<file path="config.mk">
export PLATFORM = sky130hd
export DESIGN_NAME = nibble_status_printer
export DESIGN_NICKNAME = d
export VERILOG_FILES = /design/src/rtl/nibble_status_printer.sv
export SDC_FILE = /design/constraint.sdc
export NUM_CORES = 1
export LEC_CHECK = 0
export CORE_AREA = 2 2 67 69
export CTS_BUF_LIST = sky130_fd_sc_hd__clkbuf_8 sky130_fd_sc_hd__clkbuf_16
export CTS_CLUSTER_DIAMETER = 30
export CTS_CLUSTER_SIZE = 20
export DETAILED_ROUTE_END_ITERATION = 12
export DIE_AREA = 0 0 69 71
export GPL_TIMING_DRIVEN = 1
export PLACE_DENSITY = 0.79
export SYNTH_ARGS = -nofsm -noshare
export SYNTH_HDL_FRONTEND = slang
export SYNTH_SLANG_ARGS = --single-unit
</file>
<file path="constraint.sdc">
create_clock -name clk -period 6.85 [get_ports clk]
set_input_delay 1.0275 -clock clk [delete_from_list [all_inputs] [get_ports clk]]
set_output_delay 1.0275 -clock clk [all_outputs]
set_load 0.02 [all_outputs]
</file>
<file path="src/rtl/nibble_status_printer.sv">
// Serialises one captured (data, en) sample as the ASCII line "my_data=0x<hex> en=<bit>" + EOL.
// Optional feature: define STATUS_PRINTER_CRLF_EN to emit 8'h0D before EOL_CHAR.
module nibble_status_printer #(
  parameter int          DATA_W   = 4,
  parameter logic [7:0]  EOL_CHAR = 8'h0A
) (
  input  logic              clk,
  input  logic              rst_n,
  input  logic              sample_valid,
  input  logic [DATA_W-1:0] sample_data,
  input  logic              sample_en,
  output logic              sample_ready,
  output logic              char_valid,
  output logic [7:0]        char_data,
  input  logic              char_ready,
  output logic              busy,
  output logic [15:0]       line_cnt
);

  localparam int NIB = DATA_W / 4;

  typedef enum logic [2:0] {
    ST_IDLE   = 3'd0,
    ST_PREFIX = 3'd1,
    ST_HEX    = 3'd2,
    ST_MID    = 3'd3,
    ST_EN     = 3'd4,
    ST_CR     = 3'd5,
    ST_EOL    = 3'd6
  } state_t;

  state_t              state_r, state_s;
  logic [3:0]          idx_r, idx_s;
  logic [DATA_W-1:0]   data_r;
  logic                en_r;
  logic                char_valid_r, char_valid_s;
  logic [7:0]          char_data_r, char_data_s;
  logic                busy_r;
  logic [15:0]         line_cnt_r;
  logic                xfer_s;
  logic                capture_s;
  logic                eol_xfer_s;

  function automatic logic [7:0] prefix_char(input logic [3:0] i);
    logic [7:0] c;
    case (i)
      4'd0:    c = 8'h6D; // m
      4'd1:    c = 8'h79; // y
      4'd2:    c = 8'h5F; // _
      4'd3:    c = 8'h64; // d
      4'd4:    c = 8'h61; // a
      4'd5:    c = 8'h74; // t
      4'd6:    c = 8'h61; // a
      4'd7:    c = 8'h3D; // =
      4'd8:    c = 8'h30; // 0
      4'd9:    c = 8'h78; // x
      default: c = 8'h00;
    endcase
    return c;
  endfunction

  function automatic logic [7:0] mid_char(input logic [3:0] i);
    logic [7:0] c;
    case (i)
      4'd0:    c = 8'h20;
      4'd1:    c = 8'h65;
      4'd2:    c = 8'h6E;
      4'd3:    c = 8'h3D;
      default: c = 8'h00;
    endcase
    return c;
  endfunction

  function automatic logic [7:0] hex_char(input logic [3:0] n);
    logic [7:0] c;
    if (n < 4'd10) c = 8'h30 + {4'h0, n};
    else           c = 8'h57 + {4'h0, n};
    return c;
  endfunction

  function automatic logic [3:0] nibble_at(input logic [DATA_W-1:0] d, input logic [3:0] i);
    logic [3:0] n;
    n = 4'h0;
    for (int k = 0; k < NIB; k++) begin
      if (i == 4'(k)) n = d[k*4 +: 4];
    end
    return n;
  endfunction

  // Index of the most significant non-zero nibble; 0 for an all-zero value so one digit prints.
  function automatic logic [3:0] top_digit(input logic [DATA_W-1:0] d);
    logic [3:0] t;
    t = 4'h0;
    for (int k = 0; k < NIB; k++) begin
      if (d[k*4 +: 4] != 4'h0) t = 4'(k);
    end
    return t;
  endfunction

  assign xfer_s       = char_valid_r && char_ready;
  assign capture_s    = sample_valid && (state_r == ST_IDLE);
  assign eol_xfer_s   = (state_r == ST_EOL) && xfer_s;
  assign sample_ready = (state_r == ST_IDLE);
  assign char_valid   = char_valid_r;
  assign char_data    = char_data_r;
  assign busy         = busy_r;
  assign line_cnt     = line_cnt_r;

  // State register: current FSM state and position within the current field.
  always_ff @(posedge clk or negedge rst_n) begin
    if (!rst_n) begin
      state_r <= ST_IDLE;
      idx_r   <= 4'd0;
    end else begin
      state_r <= state_s;
      idx_r   <= idx_s;
    end
  end

  // Next-state logic: fields advance only when the current byte is accepted.
  always_comb begin
    state_s = state_r;
    idx_s   = idx_r;
    case (state_r)
      ST_IDLE: begin
        if (capture_s) begin
          state_s = ST_PREFIX;
          idx_s   = 4'd0;
        end else begin
          state_s = ST_IDLE;
        end
      end
      ST_PREFIX: begin
        if (xfer_s) begin
          if (idx_r == 4'd9) begin
            state_s = ST_HEX;
            idx_s   = top_digit(data_r);
          end else begin
            idx_s = idx_r + 4'd1;
          end
        end else begin
          idx_s = idx_r;
        end
      end
      ST_HEX: begin
        if (xfer_s) begin
          if (idx_r == 4'd0) begin
            state_s = ST_MID;
            idx_s   = 4'd0;
          end else begin
            idx_s = idx_r - 4'd1;
          end
        end else begin
          idx_s = idx_r;
        end
      end
      ST_MID: begin
        if (xfer_s) begin
          if (idx_r == 4'd3) begin
            state_s = ST_EN;
            idx_s   = 4'd0;
          end else begin
            idx_s = idx_r + 4'd1;
          end
        end else begin
          idx_s = idx_r;
        end
      end
      ST_EN: begin
        if (xfer_s) begin
`ifdef STATUS_PRINTER_CRLF_EN
          state_s = ST_CR;
`else
          state_s = ST_EOL;
`endif
        end else begin
          state_s = ST_EN;
        end
      end
      ST_CR: begin
        if (xfer_s) state_s = ST_EOL;
        else        state_s = ST_CR;
      end
      ST_EOL: begin
        if (xfer_s) state_s = ST_IDLE;
        else        state_s = ST_EOL;
      end
      default: begin
        state_s = ST_IDLE;
        idx_s   = 4'd0;
      end
    endcase
  end

  // Output logic: byte for the state being entered, so the output register tracks the FSM.
  always_comb begin
    char_data_s  = 8'h00;
    char_valid_s = (state_s != ST_IDLE);
    case (state_s)
      ST_IDLE:   char_data_s = 8'h00;
      ST_PREFIX: char_data_s = prefix_char(idx_s);
      ST_HEX:    char_data_s = hex_char(nibble_at(data_r, idx_s));
      ST_MID:    char_data_s = mid_char(idx_s);
      ST_EN:     char_data_s = en_r ? 8'h31 : 8'h30;
      ST_CR:     char_data_s = 8'h0D;
      ST_EOL:    char_data_s = EOL_CHAR;
      default:   char_data_s = 8'h00;
    endcase
  end

  // Output, sample capture and line counter registers.
  always_ff @(posedge clk or negedge rst_n) begin
    if (!rst_n) begin
      char_valid_r <= 1'b0;
      char_data_r  <= 8'h00;
      busy_r       <= 1'b0;
      data_r       <= '0;
      en_r         <= 1'b0;
      line_cnt_r   <= 16'h0000;
    end else begin
      char_valid_r <= char_valid_s;
      char_data_r  <= char_data_s;
      busy_r       <= (state_s != ST_IDLE);
      if (capture_s) begin
        data_r <= sample_data;
        en_r   <= sample_en;
      end
      if (eol_xfer_s) line_cnt_r <= line_cnt_r + 16'd1;
    end
  end

endmodule

</file>
# Word level (Yosys, flattened, before mapping)

Memory sizes are Yosys's and may differ from the RTL's.
Index checks and enable logic that the tools add are counted.

Register bits: 37
Memory bits (read-only): 112
Input bits: 9
Output and inout bits: 27
Logic and storage cells: 64
Memories: 1

Memory list:

| name             | depth | width | rd ports | clocked after memory_dff | write ports | RTL line | RTL |
|---|---|---|---|---|---|---|---|
| (name not given) | 16    | 7     | 1        | 0                        | 0           | 46       | `case (i)` |

Add/subtract/negate cells: 5
$lt $le $gt $ge: 1
Eq/ne operators: 17
Mux-type cells: 25
Reductions and logical operators: 8

Operators by type and width:

| operator                                                              | number |
|---|---|
| 8-bit case mux with 6 select lines                                    | 1 |
| 4-bit 2-to-1 mux                                                      | 9 |
| 7-bit case mux with 4 select lines                                    | 1 |
| 3-bit 2-to-1 mux                                                      | 7 |
| 3-bit case mux with 7 select lines                                    | 1 |
| 4-bit case mux with 5 select lines                                    | 1 |
| 3-bit equality test, second input constant                            | 6 |
| 16-bit by 1-bit adder with 16-bit output, second input constant       | 1 |
| 3-bit by 2-bit equality test with 1-bit output, second input constant | 4 |
| 4-bit by 2-bit equality test with 1-bit output, second input constant | 3 |
| 7-bit by 4-bit adder with 8-bit output, first input constant          | 1 |
| 4-bit logical NOT                                                     | 2 |
| 8-bit 2-to-1 mux                                                      | 1 |
| 6-bit by 4-bit adder with 7-bit output, first input constant          | 1 |
| 3-bit by 1-bit equality test with 1-bit output, second input constant | 2 |
| 4-bit by 1-bit adder with 4-bit output, second input constant         | 1 |
| 4-bit by 1-bit equality test with 1-bit output, second input constant | 1 |
| 4-bit equality test, second input constant                            | 1 |
| 4-bit < comparator, second input constant                             | 1 |
| 2-bit 2-to-1 mux                                                      | 2 |
| 4-bit by 1-bit subtractor with 4-bit output, second input constant    | 1 |
| 1-bit logical AND                                                     | 3 |
| 3-bit logical NOT                                                     | 1 |
| 3-bit nonzero test                                                    | 1 |
| other kinds (2)                                                       | 3 |

# Logic depth before layout (Yosys ltp)

Gate-level depths: netlist of run 1.

Depth after elaboration: 10
Mapped depth: 17

# Worst setup path before layout of run 1

Ideal clock, no wire load.

Path kind: input to register
Start point: input port char_ready
End point: register char_data_r[2], in the netlist char_data[2]
Setup time: 139 ps
Data arrival time: 3228 ps
Data required time: 6711 ps
Setup slack: 3483 ps
Stages: 16
Path buffers: 1
Cells stage by stage: and2_1 clkbuf_1 nand3_1 o221ai_1 a311oi_1 inv_1 ha_1 inv_1 nor3_1 nand2_1 ha_1 inv_1 nor2_1 xnor2_1 nand2b_1 nand4_1

Cells in the longest elaborated chain, start to end: 9
Elaborated cells on any way between the ends: 31
Those cells by class: add/sub (2); order compare (1); eq/ne (9); mux (16); reduce/logical (2); memory (1)

Ends and longest elaborated chain:

| item                                                                 | RTL line      | RTL |
|---|---|---|
| start, declared                                                      | 15            | `input logic char_ready,` |
| 1-bit logical AND (*)                                                | 100           | `assign xfer_s = char_valid_r && char_ready;` |
| 4-bit 2-to-1 mux (on tied branches)                                  | 158, 134, 146 |  |
| 4-bit case mux with 5 select lines (*)                               | 124           | `case (state_r)` |
| net idx_s[0]                                                         | 33            | `logic [3:0] idx_r, idx_s;` |
| 4-bit logical NOT                                                    | 64, 85        |  |
| 4-bit 2-to-1 mux                                                     | 85            | `if (i == 4'(k)) n = d[k*4 +: 4];` |
| 4-bit 2-to-1 mux                                                     | 199           | `case (state_s)` |
| 7-bit by 4-bit adder with 8-bit output, or another cell as far along | 77            | `else c = 8'h57 + {4'h0, n};` |
| 8-bit 2-to-1 mux                                                     | 76            | `if (n < 4'd10) c = 8'h30 + {4'h0, n};` |
| 8-bit case mux with 6 select lines (*)                               | 199           |  |
| net char_data_s[2]                                                   | 37            | `logic [7:0] char_data_r, char_data_s;` |
| end signal, assigned                                                 | 222           | `char_data_r <= char_data_s;` |
| end, declared                                                        | 37            |  |

Mark *: on every way through the listed nets, which the timed path passes. The rest lies on a longest branch. The select of a mux whose other input is x is not followed.
A chain may end at the register's enable or synchronous reset.

# Final worst setup path of run 1

Same ends and word-level chain as after synthesis.

==> run metrics, run 1 <==
WP data required=6.99 ns; Adder-Cell Fraction of Synth Area=6.52%; syn nets=266; sequential cell area=901 sq um; ys async rst share=100%; post-synthesis cell type count=59; Total Wirelength=5200 um; Sw Share=45.3%; CTS tree=done; RSZ-0062 raised after global routing=false; top cell type's share of synthesized area=39.1%; combinational family with the most area after synthesis=simple AND/OR/NAND/NOR gates; relative slew slack=31.7%; WL per Instance=15.9 um; ANT cells=0; Pre-antenna DRT Iters=5; routed wl met2=2550 um; # clock sinks=36; cts bufs inserted=5; multi-input gate area in the final layout=1270 sq um; Synth Area in Compound Gates=15.5%; vias in the first global route=1950; Crit Path Max Fanout=8; clock power share=12.8%; share of cells above drive strength 1=7.27%; Pint=590 uW; synthesized cell area=2300 sq um; fin nets=296; Seq pwr share=31.8%; wl on met1=2250 um; fill count=362; die area=4900 sq um; CP endpoint kind=flop; final count of pins violating max slew=0; Syn-to-layout area delta=18.5%; Pwr Density=395 nW/um^2; clock buffer depth=2; Die W=69 um; vias per inst=6.00; # setup viols final=0; boundary pin count=36; clock latency on the worst-skew pair=0.28 ns; final setup TNS=0 ns; die height=71 um; Synth Flop Type=dfrtp_1; Synth Area in XOR/XNOR=6.46%; Switch Pwr=489 uW; sequential cell area fraction in the yosys report=39.1%; post-CTS sizing=0; simple-gate share of the synthesized area=22.8%; hold path cells=1; CP startpoint kind=primary input; Static Leakage=1.22 nW; initial antenna violation count=0; Post-synth EDFFs=0; DR top layer=met4; clock-pin slew on the worst setup and hold paths=0.07 ns; gr ovfl total=0; Synth Register Bits=36; routability cong.=0.873; worst setup margin=2.80 ns; core area=4200 sq um; first-pass GRT wire length=9220 um; overall routing resource usage=23.0%; hpwl dp=3830 um; final critical-path share of the clock period=59.1%; worst vdd ir=0.256 mV; Final Hold Fails=0; hold buffer count at CTS=0; largest net degree at the start of global routing=37; vias post-DR=1961; biggest area consumer among synthesized cells=dfrtp_1; Iteration-0 DRC Markers=101; Hold Path Class=reg2reg; Synth top cells by count=dfrtp_1, nand2_1, inv_1; fmax=0.247 GHz; mux cell area share after synthesis=3.80%; max-cap check violation count=0; setup bufs post-CTS=0; Avg Synthesized Cell Area=9.40 sq um; most frequent cell after synthesis=dfrtp_1; Port Buf Inserts=34; Root Driver=clkbuf_8; Setup CP Type=in2reg; WP data arrival=4.19 ns; cells after synthesis=245; WL met3=303 um; post-placement worst setup slack=2.55 ns; top cells by area, synth=dfrtp_1, ha_1, xnor2_1, nand3_1, nand2_1; Comb power frac=55.3%; antenna-violating nets left=0; status=complete, no violations; skew final=0.00316 ns; Final min period=4.05 ns; FF-to-FF path depth=15; Initial Util=54.8%; drc violations=0; worst-margin pin slew=1.02 ns; Synth warnings=0; H-tree depth=2; row count=24
[final cells by class]
type / instances / share of cell area (%)
clock buffers: 5 / 2.52
well taps: 52 / 2.38
flip-flops and latches: 36 / 33.0
clock inverters: 2 / 0.321
inverters: 18 / 2.47
repair buffers: 35 / 12.7
multi-input cells: 179 / 46.6
[per-stage QoR]
| stage | utilization (%) | hold slack [ns] | total power, mW | cell area [sq um] | cells |
|---|---|---|---|---|---|
| floorplan | - | 0.480 | 0.766 | 2300 | 245 |
| global placement | 63.1 | 0.462 | 0.915 | 2650 | 320 |
| detailed placement | 63.1 | 0.482 | 0.928 | 2650 | 320 |
| CTS | 64.9 | 0.491 | 1.07 | 2730 | 327 |
| global route | 64.9 | 0.504 | 1.17 | 2730 | 327 |
| finish | 64.9 | 0.482 | 1.08 | 2730 | 327 |
[per-layer routing]
layer | global-route usage [%] | vias to the layer above
met2 | 39.3 | 66
li1 | - | 938
met4 | 6.97 | 0
met1 | 30.2 | 946
met3 | 3.56 | 11
met5 | 0 | -
[path summary, 6_finish.rpt]
kind	from	to	slack (ns)
worst max register to register	state_r[0]	char_data[2]	2.95
worst min-delay path	line_cnt[15]	line_cnt[15]	0.48
worst max-delay path	char_ready	char_data[2]	2.80
worst min register to register	line_cnt[15]	line_cnt[15]	0.48
max in group asynchronous	rst_n	line_cnt[1]	5.36
min in group asynchronous	rst_n	line_cnt[15]	1.17
[kinds of logic after synthesis]
logic type	after synthesis
other	1
muxes	8
and+or+nand+nor	94
buffers and inverters	30
DFF	36
AOI/OAI and AO/OA	47
xor gates and xnor gates	17
adders and majority gates	12
[power by group through the flow]
stage                     clock network [mW]  logic, mW  registers, mW
after floorplan                            0      0.429          0.336
after global placement                     0      0.571          0.344
after detailed placement                   0      0.584          0.345
after CTS                              0.142      0.587          0.342
after global routing                   0.150      0.663          0.355
final                                  0.139      0.597          0.344
[placed cells by master (no fill, tap or decap), drive strengths merged, types with 3 or more instances in the layout]
cell and count:
a21oi 7, a32oi 3, and2 6, and3 5, clkbuf 5, clkdlybuf4s50 34, dfrtp 36, ha 12
inv 19, mux2 6, nand2 21, nand3 16, nand3b 4, nand4 6, nand4b 3, nor2 12
nor2b 3, nor3 4, nor3b 3, o211ai 5, o21ai 8, or3 3, xnor2 10, xor2 7
[state kept, by name, indices dropped and copies added (netlist names)]
register and flops:
state_r 3, en_r 1, busy 1, idx_r 4
line_cnt 16, data_r 4, char_data 7
[critical path, stage by stage]
cell and delay (ns):
clkdlybuf4s50_1 0.57, and2_1 0.32, o221ai_1 0.14, a311oi_1 0.85, inv_1 0.16, ha_1 0.26, inv_1 0.07, nor3_1 0.07
nand2_1 0.10, ha_1 0.16, inv_1 0.04, nor2_1 0.12, xnor2_1 0.09, nand2b_1 0.08, nand4_1 0.11
Power figures use the tool's default switching activity.
==> run 2: changes to the inputs <==
--- a/config.mk
+++ b/config.mk
@@ -5,14 +5,14 @@
 export SDC_FILE = /design/constraint.sdc
 export NUM_CORES = 1
 export LEC_CHECK = 0
-export CORE_AREA = 2 2 67 69
+export CORE_AREA = 2 2 69 71
 export CTS_BUF_LIST = sky130_fd_sc_hd__clkbuf_8 sky130_fd_sc_hd__clkbuf_16
 export CTS_CLUSTER_DIAMETER = 30
 export CTS_CLUSTER_SIZE = 20
 export DETAILED_ROUTE_END_ITERATION = 12
-export DIE_AREA = 0 0 69 71
+export DIE_AREA = 0 0 71 73
 export GPL_TIMING_DRIVEN = 1
-export PLACE_DENSITY = 0.79
+export PLACE_DENSITY = 0.75
 export SYNTH_ARGS = -nofsm -noshare
 export SYNTH_HDL_FRONTEND = slang
 export SYNTH_SLANG_ARGS = --single-unit
==> constraint.sdc (replaced) <==
create_clock -name clk -period 3.9 [get_ports clk]
set_input_delay 0.585 -clock clk [delete_from_list [all_inputs] [get_ports clk]]
set_output_delay 0.585 -clock clk [all_outputs]
set_load 0.02 [all_outputs]
==> run 2 against run 1 <==
Net effect:
- worst setup slack lost 2.2 ns
- non-clock buffer count grew 4
- sequential power grew 74%
- critical path depth shrank 2
- critical path type unchanged
==> run metrics, run 2 (synthesis results as in run 1) <==
post-CTS sizing=0 (unchanged); Crit Path Max Fanout=5 (was 8); final critical-path share of the clock period=83.4%; Critical R2R Capture=char_data[4] (was char_data[2]); max FFs per register=16 (unchanged); skew final=0.00501 ns (was 0.00316 ns); Root Driver=clkbuf_8 (unchanged); Crit path depth=13 (was 15); share of cells above drive strength 1=8.93% (was 7.27%); Design Area, Final=2790 sq um (was 2730 sq um); CP max stage cell=clkdlybuf4s50_1 (was a311oi_1); clock-pin slew on the worst setup and hold paths=0.07 ns (about the same); worst-margin pin slew=0.769 ns (was 1.02 ns); # clock sinks=36 (unchanged); fin nets=300 (was 296); final setup TNS=0 ns (unchanged); leading cell types in the layout, fill and taps excluded=dfrtp_1, clkdlybuf4s50_1, nand2_1 (unchanged); first-pass GRT wire length=8510 um (was 9220 um); drc violations=0 (unchanged); Pwr Density=711 nW/um^2 (was 395 nW/um^2); vias in the first global route=1844 (was 1950); vias per inst=5.84 (was 6.00); gr ovfl total=0 (unchanged); Setup CP Type=in2reg (unchanged); worst reg2reg startpoint=idx_r[0] (was state_r[0]); # setup viols final=0 (unchanged); Port Buf Inserts=34 (unchanged); final count of pins violating max slew=0 (unchanged); Iteration-0 DRC Markers=74 (was 101); hpwl dp=3740 um (was 3830 um); clock latency on the worst-skew pair=0.28 ns (about the same); CP endpoint kind=flop (unchanged); CP Buf/Inv Count=2 (was 4); Die W=71 um (was 69 um); status=complete, no violations (unchanged); FF-to-FF path depth=12 (was 15); overall routing resource usage=20.9% (was 23.0%); initial antenna violation count=0 (unchanged); relative slew slack=48.6% (was 31.7%); max-cap check violation count=0 (unchanged); vias post-DR=1950 (was 1961); CP startpoint kind=primary input (unchanged); worst vdd ir=0.445 mV (was 0.256 mV); die height=73 um (was 71 um); wl on met1=2280 um (was 2250 um); setup bufs post-CTS=0 (unchanged); CP startpoint=sample_valid (was char_ready); Static Leakage=1.26 nW (was 1.22 nW); RSZ-0062 raised after global routing=false (unchanged); Final Hold Fails=0 (unchanged); Syn-to-layout area delta=21.2% (was 18.5%); WL per Instance=15.3 um (was 15.9 um); Total Wirelength=5110 um (was 5200 um); fmax=0.307 GHz; post-placement worst setup slack=0.375 ns (was 2.55 ns); routability cong.=0.905 (was 0.873); ANT cells=0 (unchanged); Initial Util=50.8% (was 54.8%); worst path cell trace=clkdlybuf4s50_1, or4b_1, and4_4, nand2_1, o211a_1, ha_1, inv_1, nor3_1, nand2_1, ha_1, a21oi_1, a31o_2, o211ai_1 (was clkdlybuf4s50_1, and2_1, o221ai_1, a311oi_1, inv_1, ha_1, inv_1, nor3_1, nand2_1, ha_1, inv_1, nor2_1, xnor2_1, nand2b_1, nand4_1); boundary pin count=36 (unchanged); hold buffer count at CTS=0 (unchanged); H-tree depth=2 (unchanged); DP Area=2690 sq um (was 2650 sq um); CTS tree=done (unchanged); CP endpoint=char_data[4] (was char_data[2]); clock buffer depth=2 (unchanged); Hold Path Class=reg2reg (unchanged); most common cell after layout, fill and taps aside=dfrtp_1 (unchanged); WHS=0.470 ns (was 0.482 ns); core area=4540 sq um (was 4200 sq um); routed wl met2=2490 um (was 2550 um); WP data arrival=3.41 ns (was 4.19 ns); Final min period=3.25 ns; largest net degree at the start of global routing=37 (unchanged); WL met3=304 um (was 303 um); row count=25 (was 24); DR top layer=met4 (unchanged); die area=5180 sq um (was 4900 sq um); Pre-antenna DRT Iters=4 (was 5); antenna-violating nets left=0 (unchanged); cts bufs inserted=5 (unchanged); WP data required=4.05 ns (was 6.99 ns); Largest stage delay, worst path=0.54 ns (was 0.85 ns); reg2reg setup slack=0.68 ns (was 2.95 ns); crit-path leading delay family=simple AND/OR/NAND/NOR gates (was compound AO/OA/AOI/OAI gates); worst setup margin=0.647 ns (was 2.80 ns)
[run 2: changes by cell type in the layout (fill, tap and decap cells not counted), sizes merged]
cell,before,now
buf,1,5
bufinv,0,1
[run 2: how the worst min path moves through the flow]
stage | cells past startpoint | slack (ns) | end | from
6_report | 1 | 0.47 | line_cnt[15] | line_cnt[15]
5_1_grt | 1 | 0.49 | line_cnt[15] | line_cnt[15]
4_1_cts | 1 | 0.48 | line_cnt[15] | line_cnt[15]
3_5_place_dp | 1 | 0.47 | line_cnt[15] | line_cnt[15]
3_3_place_gp | 1 | 0.46 | line_cnt[15] | line_cnt[15]
2_1_floorplan | 0 | 0.29 | busy | rst_n
[run 2: power breakdown]
part	total, mW	switching, mW	internal, mW
sequential	0.598	0.125	0.472
clock	0.318	0.131	0.187
combinational	1.07	0.603	0.466
total	1.98	0.859	1.13
[run 2: final cells by class]
type	instances	area, sq um
Sequential cell	36	901
Multi-Input combinational cell	179	1270
Timing Repair Buffer	39	378
Clock inverter	3	38.8
Fill cell	392	1740
Clock buffer	5	68.8
Tap cell	54	67.6
Inverter	18	67.6
[run 2: per-layer routing]
metal | vias up | GRT usage (%)
met5 | - | 0
met4 | 0 | 5.03
met3 | 4 | 4.56
met2 | 64 | 35.3
met1 | 939 | 27.5
li1 | 943 | -
[run 2: per-stage QoR]
| stage | util (%) | power (mW) | instances |
|---|---|---|---|
| detailed placement | 59.2 | 1.66 | 326 |
| floorplan | - | 1.35 | 245 |
| finish | 61.6 | 1.98 | 334 |
| global placement | 59.2 | 1.65 | 326 |
| global route | 61.6 | 2.14 | 334 |
| CTS | 61.6 | 1.99 | 334 |
==> run 3: changes to the inputs <==
==> constraint.sdc (replaced) <==
create_clock -name clk -period 3.27 [get_ports clk]
set_input_delay 0.4905 -clock clk [delete_from_list [all_inputs] [get_ports clk]]
set_output_delay 0.4905 -clock clk [all_outputs]
set_load 0.02 [all_outputs]
==> run 3 against run 2 <==
Net effect:
- die area unchanged
- sequential share of layout area fell by 1.1 points
- clock skew hardly changed
- power grew 23%
- non-clock buffer count up 13
- combinational power grew 30%
- global-route usage up 0.66 points
- sequential cell count did not move
==> run metrics, run 3 (synthesis results as in run 1) <==
Static Leakage=1.33 nW (was 1.26 nW); final critical-path share of the clock period=91.6%; Port Buf Inserts=34 (unchanged); CTS tree=done (unchanged); WP data arrival=3.15 ns (was 3.41 ns); CP Buf/Inv Count=3 (was 2); fmax=0.334 GHz; hold buffer count at CTS=0 (unchanged); crit-path leading delay family=simple AND/OR/NAND/NOR gates (unchanged); worst vdd ir=0.519 mV (was 0.445 mV); worst setup margin=0.274 ns (was 0.647 ns); fill count=404 (was 392); fin nets=313 (was 300); overall routing resource usage=21.5% (was 20.9%); hold path cells=1 (unchanged); Iteration-0 DRC Markers=101 (was 74); Largest stage delay, worst path=0.51 ns (was 0.54 ns); Pre-antenna DRT Iters=4 (unchanged); Pwr Density=845 nW/um^2 (was 711 nW/um^2); initial antenna violation count=0 (unchanged); Syn-to-layout area delta=25.7% (was 21.2%); worst reg2reg startpoint=idx_r[1] (was idx_r[0]); routability cong.=0.964 (was 0.905); RSZ-0062 raised after global routing=false (unchanged); max-cap check violation count=0 (unchanged); core area=4540 sq um (unchanged); Setup CP Type=reg2reg (was in2reg); post-placement worst setup slack=-0.0131 ns (was 0.375 ns); WP data required=3.42 ns (was 4.05 ns); CP endpoint kind=flop (unchanged); drc violations=0 (unchanged); CP max stage cell=or3b_2 (was clkdlybuf4s50_1); final count of pins violating max slew=0 (unchanged); skew final=0.00454 ns (was 0.00501 ns); max FFs per register=16 (unchanged); Initial Util=50.8% (unchanged); Crit Path Max Fanout=6 (was 5); antenna-violating nets left=0 (unchanged); hpwl dp=3940 um (was 3740 um); gr ovfl total=0 (unchanged); min-delay src=line_cnt[15] (unchanged); fin util=63.8% (was 61.6%); Endpoint, Worst Hold=line_cnt[15] (unchanged); first-pass GRT wire length=8820 um (was 8510 um); share of cells above drive strength 1=13.3% (was 8.93%); Final Hold Fails=0 (unchanged); largest net degree at the start of global routing=37 (unchanged); ANT cells=0 (unchanged); Root Driver=clkbuf_8 (unchanged); WL per Instance=15.2 um (was 15.3 um); boundary pin count=36 (unchanged); vias per inst=5.80 (was 5.84); Critical R2R Capture=char_data[2] (was char_data[4]); Pwr Total=2.45 mW (was 1.98 mW); die area=5180 sq um (unchanged); die height=73 um (unchanged); vias post-DR=2013 (was 1950); reg2reg setup slack=0.27 ns (was 0.68 ns); Final min period=3.00 ns; # setup viols final=0 (unchanged); Total Wirelength=5260 um (was 5110 um); FF-to-FF path depth=15 (was 12); H-tree depth=2 (unchanged); most common cell after layout, fill and taps aside=dfrtp_1 (unchanged); clock latency on the worst-skew pair=0.29 ns (was 0.28 ns); worst path cell trace=ha_1, or3b_2, o21bai_1, a311oi_1, inv_1, ha_1, inv_1, nor3_2, nand2_1, ha_1, inv_1, nor2_1, xnor2_1, nand2b_1, nand4_1 (was clkdlybuf4s50_1, or4b_1, and4_4, nand2_1, o211a_1, ha_1, inv_1, nor3_1, nand2_1, ha_1, a21oi_1, a31o_2, o211ai_1); cts bufs inserted=5 (unchanged); row count=25 (unchanged); # clock sinks=36 (unchanged); vias in the first global route=1925 (was 1844); CP startpoint kind=flop (was primary input); post-CTS sizing=0 (unchanged); Die W=71 um (unchanged); setup bufs post-CTS=0 (unchanged); clock buffer depth=2 (unchanged); leading cell types in the layout, fill and taps excluded=dfrtp_1, clkdlybuf4s50_1, nand2_1 (unchanged); clock-pin slew on the worst setup and hold paths=0.07 ns (about the same); Hold Path Class=reg2reg (unchanged); status=complete, no violations (unchanged)
[run 3: metal layers]
layer	vias up	share of wire (%)	global-route usage (%)
li1	969	-	-
met1	959	43	27.8
met3	9	5.5	5.11
met4	0	1.2	5.66
met2	76	50	36.6
met5	-	0	0
[run 3: worst reg2reg max path, cell delays in order (launching register included)]
cell,delay [ns]
dfrtp_1,0.45
ha_1,0.20
or3b_2,0.51
o21bai_1,0.22
a311oi_1,0.18
inv_1,0.12
ha_1,0.18
inv_1,0.07
nor3_2,0.24
nand2_1,0.09
ha_1,0.21
inv_1,0.05
nor2_1,0.04
xnor2_1,0.14
nand2b_1,0.07
nand4_1,0.10
[run 3: final cells by class]
| type | count | area [sq um] | share of cell area [%] |
|---|---|---|---|
| well taps | 54 | 67.6 | 2.33 |
| repair buffers | 52 | 475 | 16.4 |
| flip-flops and latches | 36 | 901 | 31.1 |
| clock buffers | 5 | 68.8 | 2.38 |
| inverters | 18 | 67.6 | 2.33 |
| multi-input cells | 179 | 1280 | 44.1 |
| clock inverters | 3 | 38.8 | 1.34 |
[run 3: how the worst max path moves through the flow]
stage | slack, ns | cells past startpoint | endpoint | from
after floorplan | 0.23 | 16 | char_data[2] | state_r[0]
after global placement | 0.04 | 15 | char_data[2] | sample_valid
after detailed placement | -0.01 | 15 | char_data[2] | sample_valid
after CTS | 0.18 | 15 | char_data[2] | idx_r[1]
after global routing | 0.04 | 15 | char_data[2] | idx_r[1]
final | 0.27 | 15 | char_data[2] | idx_r[1]
[run 3: power by group]
| part | switching (mW) | internal, mW |
|---|---|---|
| logic | 0.776 | 0.614 |
| registers | 0.115 | 0.564 |
| clock network | 0.156 | 0.223 |
| total | 1.05 | 1.40 |
[run 3: stage by stage]
step / area [sq um] / cells / hold WS [ns] / TNS, ns
after floorplan: 2300 / 245 / 0.195 / 0
after global placement: 2780 / 339 / 0.463 / 0
after detailed placement: 2780 / 339 / 0.471 / -0.0131
after CTS: 2890 / 347 / 0.485 / 0
after global routing: 2900 / 347 / 0.499 / 0
final: 2900 / 347 / 0.476 / 0
